==> src/rtl/serial_frame_deserializer.sv <==
// Serial frame deserializer: hunts for a sync pattern, then unpacks MSB-first words,
// each followed by an even-parity bit, into a valid/ready output register.
module serial_frame_deserializer #(
    parameter int                DATA_W          = 8,
    parameter int                SYNC_W          = 8,
    parameter logic [SYNC_W-1:0] SYNC_PATTERN    = 8'hA5,
    parameter int                WORDS_PER_FRAME = 4
) (
    input  logic              clk,
    input  logic              rst_n,
    input  logic              bit_in,
    input  logic              bit_valid,
    input  logic              word_ready,
    input  logic              clr_overflow,
    output logic [DATA_W-1:0] word_out,
    output logic              word_valid,
    output logic              parity_err,
    output logic              overflow,
    output logic              locked
);

    localparam int BIT_CNT_W  = (DATA_W > 1) ? $clog2(DATA_W) : 1;
    localparam int WORD_CNT_W = $clog2(WORDS_PER_FRAME + 1);

    typedef enum logic [1:0] {
        HUNT,
        DATA,
        PARITY
    } state_t;

    state_t                state, state_next;
    logic [SYNC_W-1:0]     sync_sr, sync_next;
    logic [DATA_W-1:0]     data_sr, data_next;
    logic [BIT_CNT_W-1:0]  bit_cnt, bit_cnt_next;
    logic [WORD_CNT_W-1:0] word_cnt, word_cnt_next;
    logic                  good_word, bad_word, slot_free;

    assign slot_free = !word_valid || word_ready;
    assign locked    = (state == DATA) || (state == PARITY);

    // NOTE: every signal driven here gets a default before any branch, so no latches are inferred.
    always_comb begin
        state_next    = state;
        sync_next     = sync_sr;
        data_next     = data_sr;
        bit_cnt_next  = bit_cnt;
        word_cnt_next = word_cnt;
        good_word     = 1'b0;
        bad_word      = 1'b0;
        if (bit_valid) begin
            case (state)
                HUNT: begin
                    sync_next = {sync_sr[SYNC_W-2:0], bit_in};
                    if (sync_next == SYNC_PATTERN) begin
                        state_next    = DATA;
                        bit_cnt_next  = '0;
                        word_cnt_next = '0;
                    end
                end
                DATA: begin
                    data_next = {data_sr[DATA_W-2:0], bit_in};
                    if (bit_cnt == BIT_CNT_W'(DATA_W - 1)) begin
                        state_next   = PARITY;
                        bit_cnt_next = '0;
                    end else begin
                        bit_cnt_next = bit_cnt + 1'b1;
                    end
                end
                PARITY: begin
                    if (^{data_sr, bit_in}) begin
                        // Bad parity means lock is lost; resynchronise from scratch.
                        bad_word   = 1'b1;
                        state_next = HUNT;
                        sync_next  = '0;
                    end else begin
                        good_word = 1'b1;
                        if (word_cnt == WORD_CNT_W'(WORDS_PER_FRAME - 1)) begin
                            state_next = HUNT;
                            sync_next  = '0;
                        end else begin
                            word_cnt_next = word_cnt + 1'b1;
                            state_next    = DATA;
                        end
                    end
                end
                default: begin
                    state_next = HUNT;
                    sync_next  = '0;
                end
            endcase
        end
    end

    // NOTE: state registers use non-blocking assignments so all flops update together on the edge.
    always_ff @(posedge clk or negedge rst_n) begin
        if (!rst_n) begin
            state      <= HUNT;
            sync_sr    <= '0;
            data_sr    <= '0;
            bit_cnt    <= '0;
            word_cnt   <= '0;
            word_out   <= '0;
            word_valid <= 1'b0;
            parity_err <= 1'b0;
            overflow   <= 1'b0;
        end else begin
            state      <= state_next;
            sync_sr    <= sync_next;
            data_sr    <= data_next;
            bit_cnt    <= bit_cnt_next;
            word_cnt   <= word_cnt_next;
            parity_err <= bad_word;

            if (good_word && slot_free) begin
                word_out   <= data_sr;
                word_valid <= 1'b1;
            end else if (word_valid && word_ready) begin
                word_valid <= 1'b0;
            end

            // A new drop wins over a clear arriving on the same edge.
            if (good_word && !slot_free) begin
                overflow <= 1'b1;
            end else if (clr_overflow) begin
                overflow <= 1'b0;
            end
        end
    end

endmodule
==> config.mk <==
export PLATFORM = sky130hd
export DESIGN_NAME = serial_frame_deserializer
export DESIGN_NICKNAME = d
export VERILOG_FILES = /design/src/rtl/serial_frame_deserializer.sv
export SDC_FILE = /design/constraint.sdc
export NUM_CORES = 1
export LEC_CHECK = 0
export ABC_AREA = 1
export BUFFER_PORTS_ARGS = -buffer_cell sky130_fd_sc_hd__buf_2
export CORE_UTILIZATION = 35
export CTS_BUF_LIST = sky130_fd_sc_hd__clkbuf_16
export CTS_CLUSTER_DIAMETER = 150
export CTS_CLUSTER_SIZE = 30
export DETAILED_ROUTE_END_ITERATION = 7
export GPL_ROUTABILITY_DRIVEN = 0
export PLACE_DENSITY_LB_ADDON = 0.05
export SYNTH_ARGS = -nofsm -noshare
export SYNTH_HDL_FRONTEND = slang
export SYNTH_SLANG_ARGS = --single-unit
==> constraint.sdc <==
create_clock -name clk -period 1.3 [get_ports clk]
set_input_delay 0.195 -clock clk [delete_from_list [all_inputs] [get_ports clk]]
set_output_delay 0.195 -clock clk [all_outputs]
set_load 0.01 [all_outputs]
**Word level (Yosys, flattened, before mapping)**

Index checks and enable logic that the tools add are counted.

- Output and inout port bits: 12
- Bits in registers: 34
- Input bits: 6

- Reduce and logical (&&, ||, !) cells: 18
- Bitwise gates (word level): 1
- Equal/unequal tests: 10
- Mux-type cells: 24
- $add $sub $neg: 2

Operators with widths:

| cell | count |
|---|---|
| 7-bit one-hot mux with 3 select lines | 1 |
| 7-bit two-way mux | 2 |
| 1-bit two-way mux | 12 |
| 3-bit two-way mux | 4 |
| 3-bit one-hot mux with 2 select lines | 2 |
| 3-bit AND reduction | 3 |
| 9-bit XOR reduction | 1 |
| 8-bit equality test (second input constant) | 1 |
| 2-bit nonzero test | 4 |
| 3-bit by 1-bit adder with 3-bit output (second input constant) | 2 |
| 2-bit != test (second input constant) | 3 |
| 2-bit one-hot mux with 3 select lines | 1 |
| 5-bit AND reduction | 1 |
| 2-bit two-way mux | 2 |
| 3-bit by 2-bit equality test with 1-bit output (second input constant) | 1 |
| 3-bit equality test (second input constant) | 1 |
| 1-bit logical AND | 3 |
| 3-bit by 1-bit != test with 1-bit output (second input constant) | 1 |
| 2-bit by 1-bit equality test with 1-bit output (second input constant) | 1 |
| 2-bit equality test (second input constant) | 1 |
| 1-bit zero test | 2 |
| 2-bit zero test | 1 |
| 1-bit logical OR | 2 |
| 2-bit by 1-bit != test with 1-bit output (second input constant) | 1 |
| 2 further kinds | 2 |

**Longest topological paths before layout**

Gate-level depths: netlist of the first run.

- Depth after elaboration: 6
- Mapped depth: 13
- Depth with buffers taken out: 13

**Least setup slack after synthesis of the first run**

OpenSTA, ideal clock, no wires.

- Kind: reg2reg
- Start: register state[0]
- End: register word_cnt[0]
- Clock period less this slack: 1.429 ns
- Arrival time: 1.303 ns
- Setup time: 0.126 ns
- Buffers on the path: 1
- Stages on the path, launching flop included: 9
- Path slack: -0.129 ns
- Cells stage by stage: dfrtp_1 inv_1 ha_1 clkbuf_1 o21ai_0 nor2_1 nand2_1 nand2_1 o21ai_0

- Word-level cells in the longest chain between the ends: 3
- Elaborated cells between the ends (all ways): 8

Ends and longest elaborated chain:

| element | RTL line | text |
|---|---|---|
| start, declared | 31 | `state_t state, state_next;` |
| start signal, assigned | 107 | `state <= state_next;` |
| 2-bit equality test / 2-bit zero test (equally long branches) | 51 | `case (state)` |
| 2-bit != test (no line) / 2-bit nonzero test (equally long branches) | - |  |
| 5-bit AND reduction (no line) | - |  |
| end signal, assigned | 111 | `word_cnt <= word_cnt_next;` |
| end, declared | 35 | `logic [WORD_CNT_W-1:0] word_cnt, word_cnt_next;` |

Several ways; a longest one is shown, not always the timed one.
A chain may end at the register's enable or synchronous reset.

**Worst setup path in the final report of the first run**

- Start: register data_sr[0]
- End: register word_cnt[1]

- Word-level cells in the longest chain between the ends: 3

Ends and longest elaborated chain:

| element | RTL line | text |
|---|---|---|
| start, declared | 33 | `logic [DATA_W-1:0] data_sr, data_next;` |
| start signal, assigned | 109 | `data_sr <= data_next;` |
| 9-bit XOR reduction | 70 | `if (^{data_sr, bit_in}) begin` |
| 2-bit != test (no line) | - |  |
| 5-bit AND reduction (no line) | - |  |

No other way between the ends.

==> metrics.log, run 1 <==
[metrics] Worst setup SP type: flip-flop
[metrics] overall fraction of global-route tracks in use: 17.8%
[metrics] share of the synthesized area in compound gates (AO/OA/AOI/OAI): 5.16%
[metrics] number of synthesized register bits: 34
[metrics] worst r2r src: data_sr[0]
[metrics] Crit path arrival time: 1.69 ns
[metrics] syn_area_per_cell: around 7.6 um^2
[metrics] Design Power: 6.59 mW
[metrics] relative contribution of the clock network to total power: 16.3%
[metrics] dominant cells by area after synthesis: dfrtp_1 (47%), nand2_1 (21%), nand3_1 (6.4%)
[metrics] number of antenna violations at the first check in global routing: 0
[metrics] failing checks: setup timing
[metrics] Worst Tran Pin Value: 0.412 ns
[metrics] simple-gate share of the synthesized area: 34.5%
[metrics] combinational power share: 58.2%
[metrics] internal power: about 3.8 mW
[metrics] highest fanout seen on the critical path: 6
[metrics] f_max: 648 MHz
[metrics] share of Yosys cell area claimed by the top area cell type: between 40 and 50%
[metrics] maximum level of the CTS H-tree: 2
[metrics] worst setup path class: flip-flop to flip-flop
[metrics] clock tree from TritonCTS: yes
[metrics] number of standard-cell rows in the floorplan: 25
[metrics] post-synthesis net count: 250
[metrics] drt pass-1 iters: 4
[metrics] sequential cell fraction of total power: 25.4%
[metrics] synthesized instance count: 236
[metrics] unrepaired setup endpoints after global routing: yes
[metrics] CP endpoint kind: flip-flop
[metrics] Worst R2R Setup Slack: -0.24 ns
[metrics] total standard cell area after synthesis: ~1800 um^2
[metrics] Via Count: 1665
[metrics] cell accounting for the most synthesized area: dfrtp_1
[metrics] starting density of the core: 37.3%
[metrics] Pins Over Slew Limit: 0
[metrics] total number of clock tree sinks: 34
[metrics] GRT overflow: 0
[metrics] height of the chip: about 74 um
[metrics] cell at the root of the clock tree: clkbuf_16
[metrics] drt drc: 0
[metrics] areal power density over the cells: 2470 nW/um^2
[metrics] CTS Buf Count: 5
[metrics] boundary pin count: 18
[metrics] routed wire length per instance: around 12 um
[metrics] headroom to the max-slew limit: roughly 72%
[metrics] ratio of cells with drive above 1 in the final layout: 40.7%
[metrics] maximum buffer depth of the clock tree: 2
[metrics] net switching component of the power: 2.78 mW
[metrics] Reg2Reg Capture Point: word_cnt[1]
[metrics] worst slack at placement: -0.199 ns
[metrics] Net Sw Frac: 42.1%
[metrics] hold path start: clr_overflow
[metrics] clock latency at the later pin of the worst-skew pair: 0.27 ns
[metrics] worst-case clock skew: 0.00628 ns
[metrics] width of the die: 73.6 um
[metrics] violation count after the first detailed-route iteration: 51
[metrics] class of the tightest hold or removal check: input port to flip-flop
[metrics] residual antenna-violating net count after detailed routing: 0
[metrics] Net count, final: 320
[metrics] final worst slack: -0.244 ns
[metrics] worst path required time: 1.45 ns
[metrics] final HPWL from detailed placement: 2780 um
[metrics] worst voltage drop across the vdd grid: 0.888 mV
[metrics] count of buffers from port buffering: 17
[metrics] detailed-route wire length: 4350 um
[metrics] synthesized-area fraction occupied by xor and xnor cells: 0%
[metrics] outcome: finished, violations left
[metrics] largest net degree at the start of global routing: 35
[metrics] fraction of the mapped netlist area in adder cells: between 5 and 6%
[metrics] Unique masters post-synth: 22
[metrics] Placeable Area: just under 5000 um^2
[metrics] die area: 5420 um^2
[metrics] max cap viols: 0
[metrics] Inserted Diodes: 0
[metrics] part of the cycle the worst path needs: 119%
[metrics] final setup vio count: 27
[metrics] number of hold violations in the final report: 0
[metrics] multiplexer area fraction after synthesis: 0%
[metrics] dominant combinational cell family by area after synthesis: simple AND/OR/NAND/NOR gates
[metrics] via count of the first global-routing pass: 1582
[metrics] clock-pin slew on the worst setup and hold paths: 0.05 ns
[metrics] post-synthesis sequential area ratio: 47.4%
[metrics] Worst Hold Endpoint: overflow
[metrics] clock period minus final worst setup slack: 1.54 ns
[metrics] global-route wire length before repair: 7160 um
[metrics] Static Leakage: 1.42 nW
[metrics] Worst Hold Path Cells: 2
[metrics] post-synthesis to final-layout area growth: 48.8%
[metrics] cell count of the worst reg-to-reg path: 12
[metrics] Ys Warns: 0
[metrics] post-detailed-route via-to-cell ratio: 4.48
==> critical path: stages (launching register included) <==
cell and delay [ns]:
dfrtp_1 0.41, inv_2 0.06, nand2_2 0.07, nand2_1 0.06, nand2_2 0.10, nand3_2 0.13, nand2_4 0.11, nand2_4 0.06
buf_4 0.14, nand3_4 0.05, nand2_2 0.09, nand2_1 0.06, o21ai_0 0.07
==> Yosys cell counts <==
cell type / instances
nand3_1: 23
nand4_1: 1
dfrtp_1: 34
buf_4: 1
nor2_1: 8
clkbuf_1: 2
or2_2: 2
a21oi_1: 1
ha_1: 8
buf_2: 1
nand2_2: 3
nand2_4: 1
nand3_4: 1
nor3_1: 1
clkinv_1: 1
o211ai_1: 1
inv_1: 29
o21ai_0: 16
nand2_1: 99
nor2_4: 1
nand4_2: 1
nand3b_1: 1
==> layout make-up <==
type                       instances  area (um^2)
inverter                          30          113
tap                               67         83.8
fill                             487         2140
clock buffer                       5          125
sequential                        34          852
timing repair buffer              64          459
clock inverter                     1         3.75
multi-input combinational        171         1040
==> stage by stage <==
stage	cell area [um^2]	util (%)	instances	TNS [ns]	hold slack, ns
finish	2670	55.5	372	-4.92	0.0924
global route	2670	55.5	372	-7.73	0.0995
CTS	2530	52.5	368	-4.26	0.108
detailed placement	2250	46.7	353	-4.49	0.172
global placement	2250	46.7	353	-4.13	0.173
floorplan	1820	-	236	-0.592	-0.101
==> sequential cells by signal (all words and copies together) (netlist names) <==
| register | cells |
|---|---|
| data_sr | 8 |
| word_out | 8 |
| parity_err | 1 |
| word_cnt | 3 |
| sync_sr | 7 |
| word_valid | 1 |
| bit_cnt | 3 |
| state | 2 |
| overflow | 1 |
==> how the worst max path moves through the flow <==
| stage | slack, ns | end | start |
|---|---|---|---|
| global placement | -0.20 | word_out[3] | data_sr[3] |
| detailed placement | -0.20 | sync_sr[2] | data_sr[2] |
| CTS | -0.20 | sync_sr[2] | data_sr[0] |
| floorplan | -0.05 | sync_sr[4] | data_sr[0] |
| finish | -0.24 | word_cnt[1] | data_sr[0] |
| global route | -0.35 | sync_sr[1] | data_sr[0] |
==> kinds of logic (layout without fill, tap and decap cells) <==
kind of cell / Yosys count / count (layout)
AOI/OAI and AO/OA: 18 / 18
and+or+nand+nor: 142 / 145
buffers and inverters: 34 / 100
DFF: 34 / 34
adders and majority gates: 8 / 8
==> cells in the final DEF, fill, tap and decap left out <==
cell type	netlist	final
o21ai_1	0	7
clkinv_1	1	2
clkbuf_16	0	5
nand4_4	0	1
nand3_1	23	14
nand2_1	99	83
inv_2	0	10
ha_4	0	2
inv_1	29	19
or2_2	2	2
nor3_2	0	1
o211ai_1	1	1
buf_4	1	45
dlygate4sd3_1	0	1
nand3_4	1	4
nand3_2	0	7
nor2_1	8	5
nor2_4	1	3
ha_2	0	1
buf_2	1	16
buf_6	0	1
ha_1	8	5
o21ai_2	0	1
nor2_2	0	2
a21oi_1	1	1
nand3b_1	1	1
nand2_4	1	6
dfrtp_1	34	33
nand4_1	1	1
buf_12	0	1
nand2_2	3	14
o21ai_0	16	8
nand4_2	1	1
dfrtp_2	0	1
==> per-layer routing <==
layer  part of all wire, %  GRT usage (%)
met5                     0              0
met4                   1.4           7.26
met3                   2.4           4.25
met2                    45           27.0
met1                    52           24.4
==> power groups by stage <==
stage | Sequential (mW) | Combinational (mW) | Clock (mW)
after global routing | 1.73 | 4.24 | 1.16
after global placement | 1.66 | 2.73 | 0
after detailed placement | 1.67 | 2.75 | 0
after CTS | 1.67 | 3.27 | 1.12
final | 1.68 | 3.84 | 1.08
after floorplan | 1.70 | 1.61 | 0
==> timing repair <==
action,in CTS,in global routing
setup endpoints to repair,35,35
gates resized for setup,25,36
pin swaps,11,13
buffers inserted,5,4
hold endpoints to repair,34,0
hold buffers,1,0
cloned,3,0
Power figures use the tool's default switching activity.
==> run 2: changes to the inputs <==
Settings changed: SETUP_SLACK_MARGIN set to 0.05.
==> run 2 against run 1 <==
The flow still finishes with violations (setup timing). Worst setup slack better by 0.033 ns. Register-to-register slack better by 0.03 ns. Utilization up 1.2 points. Wire length up 5.4%. Design area up 2.2%. Combinational power up 2%. Hold slack better by 0.020 ns. Largest power group unchanged. Clock skew down 0.0028 ns. Sequential power about the same. First-iteration DRC count up 51%.
==> metrics.log, run 2 (synthesis results as in run 1) <==
[metrics] outcome: finished, violations left
[metrics] failing checks: setup timing
[metrics] CP endpoint kind: flip-flop
[metrics] residual antenna-violating net count after detailed routing: 0
[metrics] Worst Tran Pin Value: 0.445 ns
[metrics] total number of clock tree sinks: 34
[metrics] max cap viols: 0
[metrics] highest fanout seen on the critical path: 7
[metrics] Crit path arrival time: 1.73 ns
[metrics] die area: 5420 um^2
[metrics] areal power density over the cells: 2540 nW/um^2
[metrics] area of all placed cells without fillers: between 2000 and 3000 um^2
[metrics] Net count, final: between 300 and 400
[metrics] Worst Hold Path Cells: 2
[metrics] family with the most delay on the worst path: simple AND/OR/NAND/NOR gates
[metrics] headroom to the max-slew limit: 70.3%
[metrics] area of the multi-input gates: 1030 um^2
[metrics] clock latency at the later pin of the worst-skew pair: 0.28 ns
[metrics] boundary pin count: 18
[metrics] worst setup path class: flip-flop to flip-flop
[metrics] worst voltage drop across the vdd grid: about 0.84 mV
[metrics] highest-utilization routing layer at the global route stage: met2
[metrics] worst path required time: 1.52 ns
[metrics] worst-case clock skew: 0.00351 ns
[metrics] f_max: 662 MHz
[metrics] highest-count cells in the layout ignoring fill and taps: nand2_1 (78), buf_4 (48), dfrtp_1 (33)
[metrics] class of the tightest hold or removal check: input port to flip-flop
[metrics] violation count after the first detailed-route iteration: 77
[metrics] sequential standard cell area: 852 um^2
[metrics] routed wire length per instance: about 12 um
[metrics] cell at the root of the clock tree: clkbuf_16
[metrics] ratio of cells with drive above 1 in the final layout: 43.4%
[metrics] final HPWL from detailed placement: 2850 um
[metrics] post-detailed-route via-to-cell ratio: 4.50
[metrics] cell count along the critical path: 13
[metrics] Static Leakage: 1.46 nW
[metrics] maximum buffer depth of the clock tree: 2
[metrics] Pins Over Slew Limit: 0
[metrics] number of buffer and inverter stages on the critical path: 1
[metrics] number of fillers in the final layout: 494
[metrics] Via Count: 1702
[metrics] unrepaired setup endpoints after global routing: yes
[metrics] global-route wire length before repair: 7670 um
[metrics] number of standard-cell rows in the floorplan: 25
[metrics] clock-pin slew on the worst setup and hold paths: 0.06 ns
[metrics] part of the cycle the worst path needs: 116%
[metrics] clock period minus final worst setup slack: 1.51 ns
[metrics] total cell area at the placement stage: around 2200 um^2
[metrics] met2 Resource Use GR: between 30% and 40%
[metrics] starting density of the core: 37.3%
[metrics] final worst slack: -0.211 ns
[metrics] detailed-route wire length: 4580 um
[metrics] drt drc: 0
[metrics] clock tree from TritonCTS: yes
[metrics] cell count of the worst reg-to-reg path: 13
[metrics] maximum level of the CTS H-tree: 2
[metrics] final setup vio count: 27
[metrics] most common cell after layout, fill and taps aside: nand2_1
[metrics] height of the chip: 73.6 um
[metrics] fraction of met3 tracks used by global routing: 4.12%
[metrics] overall fraction of global-route tracks in use: 18.9%
[metrics] Placeable Area: 4820 um^2
[metrics] largest net degree at the start of global routing: 35
[metrics] Inserted Diodes: 0
[metrics] Worst setup SP type: flip-flop
[metrics] critical path, cell by cell: inv_2 -> nand2_2 -> nand2_2 -> nand2_2 -> nand2_2 -> nand2_4 -> nand2_4 -> nand2_4 -> nand2_8 -> nand3_4 -> nand2_4 -> nand2_1 -> nand2_1
[metrics] number of hold violations in the final report: 0
[metrics] CTS Buf Count: 5
[metrics] largest registers: data_sr (8), word_out (8), sync_sr (7)
[metrics] largest incremental delay on the critical path: 0.41 ns
[metrics] post-synthesis to final-layout area growth: 52.1%
[metrics] GRT overflow: 0
[metrics] number of antenna violations at the first check in global routing: 0
[metrics] count of buffers from port buffering: 17
[metrics] width of the die: 73.6 um
[metrics] slowest cell on the critical path: dfrtp_1
[metrics] via count of the first global-routing pass: 1662
[metrics] met1 global-route usage: 24.6%
[metrics] drt pass-1 iters: 4
[metrics] Min Hold Slack: approximately 0.11 ns
[run 2: changes by cell type in the layout (fill, tap and decap cells not counted), sizes merged]
cell	previous run	this run
buf	63	67
bufinv	0	1
clkinv	2	3
[run 2: repair_timing]
action | 4_1_cts | 5_1_grt
gates cloned | 3 | 1
pin swaps | 12 | 26
buffers inserted | 10 | 3
hold buffers | 1 | 0
gates resized for setup | 31 | 33
hold endpoints to repair | 34 | 0
setup endpoints to repair | 35 | 35
[run 2: area by class of cell]
class	count	area share [%]
inverters	30	4.12
well taps	67	3.07
clock inverters	3	1.47
multi-input cells	171	37.8
repair buffers	68	17.7
clock buffers	5	4.58
flip-flops and latches	34	31.2
[run 2: layer usage]
layer,share of wire [%],vias to the layer above
li1,-,893
met1,49,777
met2,45,24
met3,3.4,8
met4,1.9,0
met5,0,-
[run 2: where the power goes]
part	switching [mW]	leakage (nW)	internal (mW)
registers	0.271	0.457	1.41
logic	2.16	0.918	1.76
clock network	0.445	0.0836	0.896
[run 2: path summary, 6_finish.rpt]
path,end,start,slack (ns)
hold reg to reg,word_out[1],word_out[1],0.47
hold / removal,overflow,clr_overflow,0.11
max in group asynchronous,data_sr[3],rst_n,0.48
setup / recovery,sync_sr[3],data_sr[0],-0.21
min in group asynchronous,overflow,rst_n,0.48
setup reg to reg,sync_sr[3],data_sr[0],-0.21
[run 2: metrics by stage]
stage                     utilization, %  setup TNS (ns)  std cells  total power, mW  setup slack (ns)
after floorplan                        -          -0.592        236             3.35           -0.0461
after CTS                           54.3           -3.62        374             6.51            -0.190
after global placement              46.5           -4.17        352             4.38            -0.209
final                               56.7           -4.03        378             6.94            -0.211
after detailed placement            46.5           -4.48        352             4.41            -0.231
after global routing                56.7           -7.00        378             7.51            -0.323
